$ cat config.mk
export PLATFORM = sky130hd
export DESIGN_NAME = traffic_light_timed
export DESIGN_NICKNAME = d
export VERILOG_FILES = /design/src/rtl/traffic_light_timed_pkg.sv /design/src/rtl/traffic_light_timed_phase_timer.sv /design/src/rtl/traffic_light_timed.sv
export SDC_FILE = /design/constraint.sdc
export NUM_CORES = 1
export LEC_CHECK = 0
export CAP_MARGIN = 20
export CORE_AREA = 2 2 52 49
export DETAILED_ROUTE_END_ITERATION = 16
export DIE_AREA = 0 0 54 51
export SYNTH_ARGS = -nofsm -noshare
export SYNTH_HDL_FRONTEND = slang
export SYNTH_SLANG_ARGS = --single-unit
$ cat constraint.sdc
create_clock -name clk -period 1.81 [get_ports clk]
set_clock_uncertainty 0.1 [all_clocks]
set_input_delay 0.362 -clock clk [delete_from_list [all_inputs] [get_ports clk]]
set_output_delay 0.362 -clock clk [all_outputs]
set_load 0.005 [all_outputs]
$ cat src/rtl/traffic_light_timed_pkg.sv
// Shared phase encoding, lamp codes and the phase-to-lamp decode for the timed traffic-light controller.
package traffic_light_timed_pkg;

    typedef enum logic [2:0] {
        MAIN_G   = 3'd0,
        MAIN_Y   = 3'd1,
        ALL_R1   = 3'd2,
        SIDE_G   = 3'd3,
        SIDE_Y   = 3'd4,
        ALL_R2   = 3'd5,
        PED_WALK = 3'd6
    } phase_e;

    localparam logic [2:0] LAMP_G = 3'b100;
    localparam logic [2:0] LAMP_Y = 3'b010;
    localparam logic [2:0] LAMP_R = 3'b001;

    typedef struct packed {
        logic [2:0] mainLamp;
        logic [2:0] sideLamp;
        logic       pedWalk;
    } lamps_t;

    // Lamp pattern shown while in a given phase; anything not green/yellow is red.
    function automatic lamps_t lampsFor(phase_e p);
        lamps_t l;
        l = '{mainLamp: LAMP_R, sideLamp: LAMP_R, pedWalk: 1'b0};
        case (p)
            MAIN_G:   l.mainLamp = LAMP_G;
            MAIN_Y:   l.mainLamp = LAMP_Y;
            SIDE_G:   l.sideLamp = LAMP_G;
            SIDE_Y:   l.sideLamp = LAMP_Y;
            PED_WALK: l.pedWalk  = 1'b1;
            default:  ;
        endcase
        return l;
    endfunction

endpackage

$ cat src/rtl/traffic_light_timed_phase_timer.sv
// Per-phase down counter: reloads on phase entry, decrements on ticks and holds at zero.
module traffic_light_timed_phase_timer #(
    parameter int unsigned    CW        = 4,
    parameter logic [CW-1:0]  RESET_VAL = '0
) (
    input  logic          clk,
    input  logic          reset,
    input  logic          load,
    input  logic [CW-1:0] loadVal,
    input  logic          tick,
    output logic          done_c
);

    logic [CW-1:0] cnt;

    always_ff @(posedge clk) begin
        if (reset) begin
            cnt <= RESET_VAL;
        end else if (load) begin
            cnt <= loadVal;
        end else if (tick && (cnt != '0)) begin
            cnt <= cnt - CW'(1);
        end
    end

    assign done_c = (cnt == '0);

endmodule

$ cat src/rtl/traffic_light_timed.sv
// Two-road traffic-light controller with per-phase tick durations, latched side/ped demand and optional actuated main green.
module traffic_light_timed
    import traffic_light_timed_pkg::*;
#(
    parameter int unsigned T_MAIN_G = 8,
    parameter int unsigned T_MAIN_Y = 2,
    parameter int unsigned T_ALL_R  = 1,
    parameter int unsigned T_SIDE_G = 4,
    parameter int unsigned T_SIDE_Y = 2,
    parameter int unsigned T_PED    = 6,
    parameter bit          ACTUATED = 1'b0
) (
    input  logic       clk,
    input  logic       reset,
    input  logic       en,
    input  logic       ped_button,
    input  logic       side_sensor,
    output logic [2:0] main_lamp,
    output logic [2:0] side_lamp,
    output logic       ped_walk,
    output logic       ped_pending,
    output logic       side_pending,
    output logic       new_cycle,
    output logic [2:0] phase
);

    localparam int unsigned T_MAX01 = (T_MAIN_G > T_MAIN_Y) ? T_MAIN_G : T_MAIN_Y;
    localparam int unsigned T_MAX23 = (T_ALL_R  > T_SIDE_G) ? T_ALL_R  : T_SIDE_G;
    localparam int unsigned T_MAX45 = (T_SIDE_Y > T_PED)    ? T_SIDE_Y : T_PED;
    localparam int unsigned T_MAXA  = (T_MAX01  > T_MAX23)  ? T_MAX01  : T_MAX23;
    localparam int unsigned T_MAX   = (T_MAXA   > T_MAX45)  ? T_MAXA   : T_MAX45;
    localparam int unsigned CW      = $clog2(T_MAX + 1);

    phase_e        stateQ;
    phase_e        nextState;
    phase_e        succ;
    logic          gate;
    logic          illegal;
    logic          take;
    logic          timerDone;
    logic [CW-1:0] loadVal;

    // Counter reload value for a phase: it runs T-1 down to 0, giving T ticks.
    function automatic logic [CW-1:0] durationOf(phase_e p);
        logic [CW-1:0] d;
        case (p)
            MAIN_Y:         d = CW'(T_MAIN_Y - 1);
            ALL_R1, ALL_R2: d = CW'(T_ALL_R - 1);
            SIDE_G:         d = CW'(T_SIDE_G - 1);
            SIDE_Y:         d = CW'(T_SIDE_Y - 1);
            PED_WALK:       d = CW'(T_PED - 1);
            default:        d = CW'(T_MAIN_G - 1);
        endcase
        return d;
    endfunction

    // Successor phase and whether the expiry of the current phase may advance it.
    always_comb begin
        succ    = MAIN_G;
        gate    = 1'b1;
        illegal = 1'b0;
        case (stateQ)
            MAIN_G: begin
                succ = MAIN_Y;
                gate = (ACTUATED == 1'b0) || side_pending || ped_pending;
            end
            MAIN_Y:   succ = ALL_R1;
            ALL_R1:   succ = SIDE_G;
            SIDE_G:   succ = SIDE_Y;
            SIDE_Y:   succ = ALL_R2;
            ALL_R2:   succ = ped_pending ? PED_WALK : MAIN_G;
            PED_WALK: succ = MAIN_G;
            default:  illegal = 1'b1;
        endcase
        // An unused encoding recovers immediately, independent of en.
        take      = illegal || (en && timerDone && gate);
        nextState = take ? succ : stateQ;
        loadVal   = durationOf(nextState);
    end

    traffic_light_timed_phase_timer #(
        .CW        (CW),
        .RESET_VAL (CW'(T_MAIN_G - 1))
    ) uTimer (
        .clk     (clk),
        .reset   (reset),
        .load    (take),
        .loadVal (loadVal),
        .tick    (en),
        .done_c  (timerDone)
    );

    // Requests are cleared on entry to the phase serving them; clear beats a same-edge set.
    always_ff @(posedge clk) begin
        if (reset) begin
            stateQ       <= MAIN_G;
            ped_pending  <= 1'b0;
            side_pending <= 1'b0;
            new_cycle    <= 1'b0;
            main_lamp    <= LAMP_G;
            side_lamp    <= LAMP_R;
            ped_walk     <= 1'b0;
        end else begin
            stateQ       <= nextState;
            ped_pending  <= !(take && (nextState == PED_WALK)) &&
                            (ped_pending || (ped_button && (stateQ != PED_WALK)));
            side_pending <= !(take && (nextState == SIDE_G)) &&
                            (side_pending || (side_sensor && (stateQ != SIDE_G)));
            new_cycle    <= take && (nextState == MAIN_G) &&
                            ((stateQ == ALL_R2) || (stateQ == PED_WALK));
            {main_lamp, side_lamp, ped_walk} <= lampsFor(nextState);
        end
    end

    assign phase = stateQ;

endmodule
==> impl_results.md <==
- Outcome: complete, no violations
- Dpl cell area: 1050 µm²
- Reg2reg start: uTimer.cnt[0]
- Crit path max fanout: 10
- Diodes inserted: 0
- Hold Path Origin: uTimer.cnt[2]
- CP required: 1.90 ns
- CTS H-tree depth: 1
- Most common cell in the netlist: dfxtp_1
- Fill count: 219
- Crit path from: uTimer.cnt[0]
- Hold Crit Class: register to register
- GRT Util Overall: 0.141
- Post-route ant nets: 0
- Pwr Density: 595 nW/µm²
- GPL Wtd Cong: 0.786
- Synth Net Count: 102
- Worst-path clk slew: 0.10 ns
- Worst skew pair latency: 0.28 ns
- Fmax: 587 MHz
- CP startpoint kind: register
- Clock buffer depth: 2
- Post-DP HPWL: 1.24 mm
- Flop2flop setup slack: 0.11 ns
- Die X: 54 µm
- Synth unique cells: 36
- Die height: 51 µm
- NumNets Final: 124
- Capturing point of the worst reg2reg path: uTimer.cnt[1]
- Area delta synth->final: 25.7%
- VDD IR max: 0.000428 V
- Largest net degree at the start of global routing: 20
- Core ar.: 2300 µm²
- CTS tree: done
- Period minus WS final: 1.70 ns
- Post-Syn Instances: 95
- Leak pwr: 0.379 nW
- IO Count: 18
- Asr flop ratio synth: 0
- Post-CTS Setup Bufs: 0
- Total clock buffers created by CTS: 3
- Multiplexer area fraction after synthesis: 0
- Final Hold Fails: 0
- Final max-slew violation count: 0
- Compound-Gate Fraction of Synth Area: 0.241
- WL per Instance: 12.0 µm
- Global-route wire length before repair: 2.84 mm
- Top post-synthesis cells by area: dfxtp_1 (40%), a21oi_1 (5.8%), buf_6 (3.9%)
- Seq cells post-synth: 17
- Initial Utilization: 0.373
- Count of final setup violators: 0
- Die area: 2750 µm²
- PortBufs: 17
- Main synth FF type: dfxtp_1
- Vias: 723
- Adder-cell share of the synthesized area: 0.0292
- Post-Synthesis Cell Area: 857 µm²
- Share of cells above drive strength 1: 0.138
- Post-synth top cells: dfxtp_1 (17), a21oi_1 (10), inv_1 (6), nand2_1 (6), nor3_1 (6)
- Pwr Total: 0.641 mW
- Worst Tran Pin Value: 0.313 ns
- Critical Path Sink: uTimer.cnt[1]
- Final Cycle Share: 0.942
- Critical Path End Type: register
- WS Path Type: register to register
- Post-CTS Hold Fix Bufs: 0
- Post-synthesis sequential area ratio: 0.397
- Yosys top cell area share: 0.397
- Vias per Instance: 5.02
- Initial antenna violation count: 0
- Relative slew slack: 0.790
- Post_cts resized: 0
- Warnings from Yosys: 0
- Hold-critical path depth: 2
- Initial DRT Pass Iterations: 4
- Grt ovf: 0
- RSZ-0062 raised after global routing: false
- Post-Route WL: 1.73 mm
- CTS sink count: 17
- Largest family of logic cells by synthesized area: compound AO/OA/AOI/OAI gates
- Vias in the first global route: 632
- CP Data Arrival Time: 1.79 ns
- Post-synth EDFFs: 0
- Initial DRC count: 15
- Post-route DRC violation count: 0
- Post-Synth Simple-Gate Area: 0.203
- Mapped Avg Cell Area: 9.02 µm²
- Post-Layout Inst Area: 1080 µm²
- Xor and xnor fraction of the mapped netlist area: 0.0204
- Row count: 17
- Largest area contributor in the netlist: dfxtp_1
- Clock Tree Root: clkbuf_4
- Worst-case reg-to-reg path depth: 7
- Max_cap viols: 0
- Fin util: 0.469
worst min-delay path by stage:
stage                                to  slack (ns)
final                     uTimer.cnt[2]        0.42
after global routing      uTimer.cnt[2]        0.45
after CTS                 uTimer.cnt[2]        0.42
after detailed placement  uTimer.cnt[2]        0.40
after global placement    uTimer.cnt[2]        0.40
after floorplan           uTimer.cnt[2]        0.37
power breakdown:
group,leakage (nW),switching [mW],internal [mW]
Sequential,0.138,0.00514,0.381
Clock,0.0150,0.121,0.0855
Combinational,0.226,0.0214,0.0265
Total,0.379,0.148,0.493
final cells by class:
cell class	instances	area (µm²)	area share
clock buffers	4	26.3	0.0244
flip-flops and latches	17	340	0.316
inverters	6	22.5	0.0209
well taps	28	35.0	0.0325
repair buffers	25	230	0.214
multi-input cells	64	423	0.393
cells by family after synthesis:
logic type	count (synthesis)
fa+ha+maj	2
compound gates	31
simple gates	29
xor+xnor	2
flops	17
buf+inv	14
cell usage in the layout, fill, tap and decap left out, types with 3 or more instances in the layout:
cell             count
inv_1                6
buf_4                8
nor3_1               6
nor2b_1              4
nand2_1              6
a21oi_1             10
clkdlybuf4s50_1     17
a31oi_1              3
clkbuf_4             3
nand3_1              3
dfxtp_1             17
o21ai_0              5
state kept, by name, summed over array words and instances, names as in the netlist:
name          count
main_lamp         3
new_cycle         1
ped_pending       1
ped_walk          1
phase             3
side_lamp         3
side_pending      1
uTimer.cnt        4
routing by layer:
metal  wire, µm  track usage
met2        783        0.193
met3         44       0.0351
met5          0            0
met4         14       0.0500
met1        891        0.209
metrics by stage:
step | worst slack (ns) | hold slack, ns | TNS [ns] | instances
5_1_grt | 0.0163 | 0.453 | 0 | 144
3_3_place_gp | -0.104 | 0.399 | -0.669 | 140
4_1_cts | 0.108 | 0.424 | 0 | 144
6_report | 0.105 | 0.425 | 0 | 144
3_5_place_dp | -0.133 | 0.404 | -0.975 | 140
2_1_floorplan | 0.268 | 0.375 | 0 | 95
critical path, cell delays in order, from the launching register on:
cell and delay (ns):
dfxtp_1 0.34, inv_1 0.08, ha_1 0.24, and4bb_4 0.25
buf_4 0.14, a31oi_2 0.13, a22oi_1 0.10, or2_1 0.21
Power figures use the tool's default switching activity.
==> patch 1 (same settings) <==
`T_MAIN_G`: 8 -> 4.
--- a/src/rtl/traffic_light_timed.sv
+++ b/src/rtl/traffic_light_timed.sv
@@ -3,5 +3,5 @@
     import traffic_light_timed_pkg::*;
 #(
-    parameter int unsigned T_MAIN_G = 8,
+    parameter int unsigned T_MAIN_G = 4,
     parameter int unsigned T_MAIN_Y = 2,
     parameter int unsigned T_ALL_R  = 1,
Function: changed (a bounded check fails within 10 cycles, from zero or initial values and one cycle with reset high).
==> patch 1 against the original RTL <==
  * First-iteration DRC count decreased by 67%
  * Critical endpoint is now side_lamp[0]
  * Via count is 0.83% higher
  * Power rose by 5.7%
  * Critical path depth decreased by 1
  * Sequential cell count down 1
  * Worst setup slack improved by 0.035 ns
  * Synthesized area fell by 8.3%
  * Routed wire length is 4.8% lower
  * Final cell count shrank 0.69%
  * Final area is 0.46% lower
==> patch 1: results <==
[worst_hold_path]
hp-start = "uTimer.cnt[1]"
holdPathStages = 1
min_to = "uTimer.cnt[1]"

[setup_path]
cp_data_arrival_time_ns = 1.76
path_max_fanout = 9
r2r_cells = 6
critPathMaxStageDelay_ns = 0.44
cp_slowest_cell = "or4_4"

[placement]
gp_congestion = 0.748
pre_cts_slack_ns = -0.153
place_area_sq_um = 1010
dp_hpwl_mm = 1.17

[final_layout]
fin_nets = 123

[power]
ir_worst_vdd_mv = 0.297
leakagePower_nw = 0.420

[detailed_routing]
vias = 729
wirelength_met1_um = 808
drt_first_iter_violations = 5
wl_per_cell_um = 11.5
met2_length_um = 727
route.met3.wl_um = 71

[timing]
whs_ns = 0.415
max_freq_mhz = 599
tightest_slew_ns = 0.368

[synth]
ys_seq_area_frac = 0.408
synth.area.top_cells = "dfxtp_1 41%, a21oi_1 7.0%, o211ai_1 3.8%"
netlist_instances = 93

[status]
status = "completed"

[global_routing]
grt_max_degree = 21
-- patch 1: cell count changes after synthesis, sizes merged, moves of 3 or more --
| cell | before | now |
|---|---|---|
| a31oi | 4 | 0 |
| nor2 | 1 | 4 |
| nor3 | 7 | 4 |
| o211ai | 1 | 4 |
| a211oi | 3 | 0 |
| clkbuf | 1 | 4 |
-- patch 1: power breakdown --
part	switching [mW]	internal, mW	leakage [nW]
registers	0.00616	0.362	0.130
logic	0.0335	0.0392	0.269
clock network	0.114	0.123	0.0210
-- patch 1: final cells by class --
type	instances	area, sq um	area share
clock buffers	4	36.3	0.0338
inverters	6	22.5	0.0210
multi-input cells	62	408	0.380
flip-flops and latches	16	322	0.300
well taps	28	35.0	0.0327
repair buffers	27	249	0.232
-- patch 1: worst max path at each step --
stage,startpoint,to,cells after the start
after floorplan,uTimer.cnt[0],side_lamp[0],7
final,uTimer.cnt[0],side_lamp[0],6
after global placement,en,side_lamp[2],6
after global routing,uTimer.cnt[0],ped_walk,7
after CTS,phase[0],phase[0],2
after detailed placement,en,side_lamp[2],6
-- patch 1: critical path: cells and delay by family, from the launching register on --
kind	cells	cell delay (ns)
DFF	1	0.34
and+or+nand+nor	4	0.82
buffers and inverters	1	0.08
adders and majority gates	1	0.23
-- patch 1: layer usage --
metal	track usage	vias up
met2	0.201	20
met5	0	-
met3	0.0351	5
li1	-	379
met1	0.195	325
met4	0.0750	0
-- patch 1: kinds of logic after synthesis --
group / count (synthesis) / synth area share
AOI/OAI and AO/OA: 32 / 0.276
and+or+nand+nor: 27 / 0.185
DFF: 16 / 0.408
buffers and inverters: 15 / 0.0892
adders and majority gates: 2 / 0.0318
xor gates and xnor gates: 1 / 0.0111
-- patch 1: repair_timing --
action | CTS | global route
gates resized for setup | 1 | 5
buffers inserted | 0 | 1
endpoints found under the setup margin | 1 | 9
==> patch 2 (same settings) <==
Without the edit above. Register the input `ped_button` before use, with the module's reset. The logic sees it one clock later. The other inputs are not delayed to match.
--- a/src/rtl/traffic_light_timed.sv
+++ b/src/rtl/traffic_light_timed.sv
@@ -31,4 +31,14 @@
     localparam int unsigned T_MAX   = (T_MAXA   > T_MAX45)  ? T_MAXA   : T_MAX45;
     localparam int unsigned CW      = $clog2(T_MAX + 1);
+
+    logic ped_button_q;
+
+    always_ff @(posedge clk) begin
+        if (reset) begin
+            ped_button_q <= '0;
+        end else begin
+            ped_button_q <= ped_button;
+        end
+    end
 
     phase_e        stateQ;
@@ -104,5 +114,5 @@
             stateQ       <= nextState;
             ped_pending  <= !(take && (nextState == PED_WALK)) &&
-                            (ped_pending || (ped_button && (stateQ != PED_WALK)));
+                            (ped_pending || (ped_button_q && (stateQ != PED_WALK)));
             side_pending <= !(take && (nextState == SIDE_G)) &&
                             (side_pending || (side_sensor && (stateQ != SIDE_G)));
Behaviour: not the same (Yosys sat finds a counterexample within 4 cycles, from zero or initial values and one cycle with reset high).
==> patch 2 against the original RTL <==
  * Final area grew 13%
  * Power rose by 14%
  * Sequential cell count rose by 1
  * Routed wire length up 13%
  * Worst setup slack worse by 0.056 ns
  * Sequential share of layout area down 1.3 points
  * Via count increased by 9.0%
  * Synthesized cell count is 3.2% lower
  * Maximum frequency fell by 3.2%
  * Count of clock-buffer cells in the layout is the same
  * Synthesized area shrank 1.3%
  * Sequential power increased by 6.2%
  * Utilization is 6.0 points higher
  * Largest cell class unchanged
==> patch 2: results <==
[final_layout]
drive_gt1_frac = 0.282
fin_nets = 132
nFillCells = 226
stdcell_count = 152

[placement]
dp_cells = 147
dp_hpwl_mm = 1.46
place_area_sq_um = 1140
gp_congestion = 0.829
pre_cts_slack_ns = -0.298

[setup_path]
path_max_fanout = 8
cp-endpoint = "uTimer.cnt[2]"
critPathMaxStageDelay_ns = 0.38
r2r_cells = 6
cp_slowest_cell = "nor4bb_4"

[synth]
synth.area.top_cells = "dfxtp_1 43%, a21oi_1 5.3%, xnor2_1 3.1%"
syn_nets = 99
yosys.area_share.adder = 0.0296
synthDistinctLibCells = 35
ys_seq_area_frac = 0.426
netlist_instances = 92
synth_xor_area_frac = 0.0311

[global_routing]
grt_max_degree = 14
grtUsageTotal = 0.165
grt_pass1_vias = 705
grt_use_met2 = 0.262
grt_pass1_wl_mm = 3.31
gr-usage-met1 = 0.217
gr-usage-met3 = 0.0614

[power]
p_seq_mw = 0.410
ir_worst_vdd_mv = 0.400
p_per_area_nw_per_um2 = 599
p_clk_mw = 0.250
leakagePower_nw = 0.488

[timing]
tightest_slew_ns = 0.436
max_freq_mhz = 568
whs_ns = 0.426

[detailed_routing]
wl_mm = 1.96
wirelength_met1_um = 923
vias = 788
met2_length_um = 933
route.met3.wl_um = 90

[clocking]
clock_latency_ns = 0.30
htree_num_levels = 1

[worst_hold_path]
min_to = "ped_pending"
hp-start = "ped_button_q"

[status]
status = "completed"
-- patch 2: changes by cell type in the layout (fill, tap and decap cells not counted), sizes merged, moves of 3 or more --
cell | before | now
a31oi | 4 | 0
buf | 8 | 18
nand3 | 3 | 0
nor2 | 1 | 5
nor3 | 7 | 3
nor4 | 0 | 3
o21ai | 5 | 2
-- patch 2: final cells by class --
cell class,count,area [sq um],area share
repair buffers,35,304,0.250
multi-input cells,61,450,0.370
flip-flops and latches,18,368,0.302
well taps,28,35.0,0.0288
clock buffers,4,36.3,0.0298
inverters,6,22.5,0.0185
-- patch 2: logic make-up (layout without fill, tap and decap cells) --
logic type | count (synthesis) | in the layout
AND/OR/NAND/NOR | 32 | 32
AO/OA/AOI/OAI | 24 | 24
flip-flops | 18 | 18
buffers and inverters | 13 | 45
XOR/XNOR | 3 | 3
adder cells (fa/ha/maj) | 2 | 2
-- patch 2: repair_timing --
item                       in CTS  in global routing
resized for setup               7                  3
cloned                          0                  0
pin swaps                       5                  2
setup buffers                   1                  1
setup endpoints to repair       9                  8
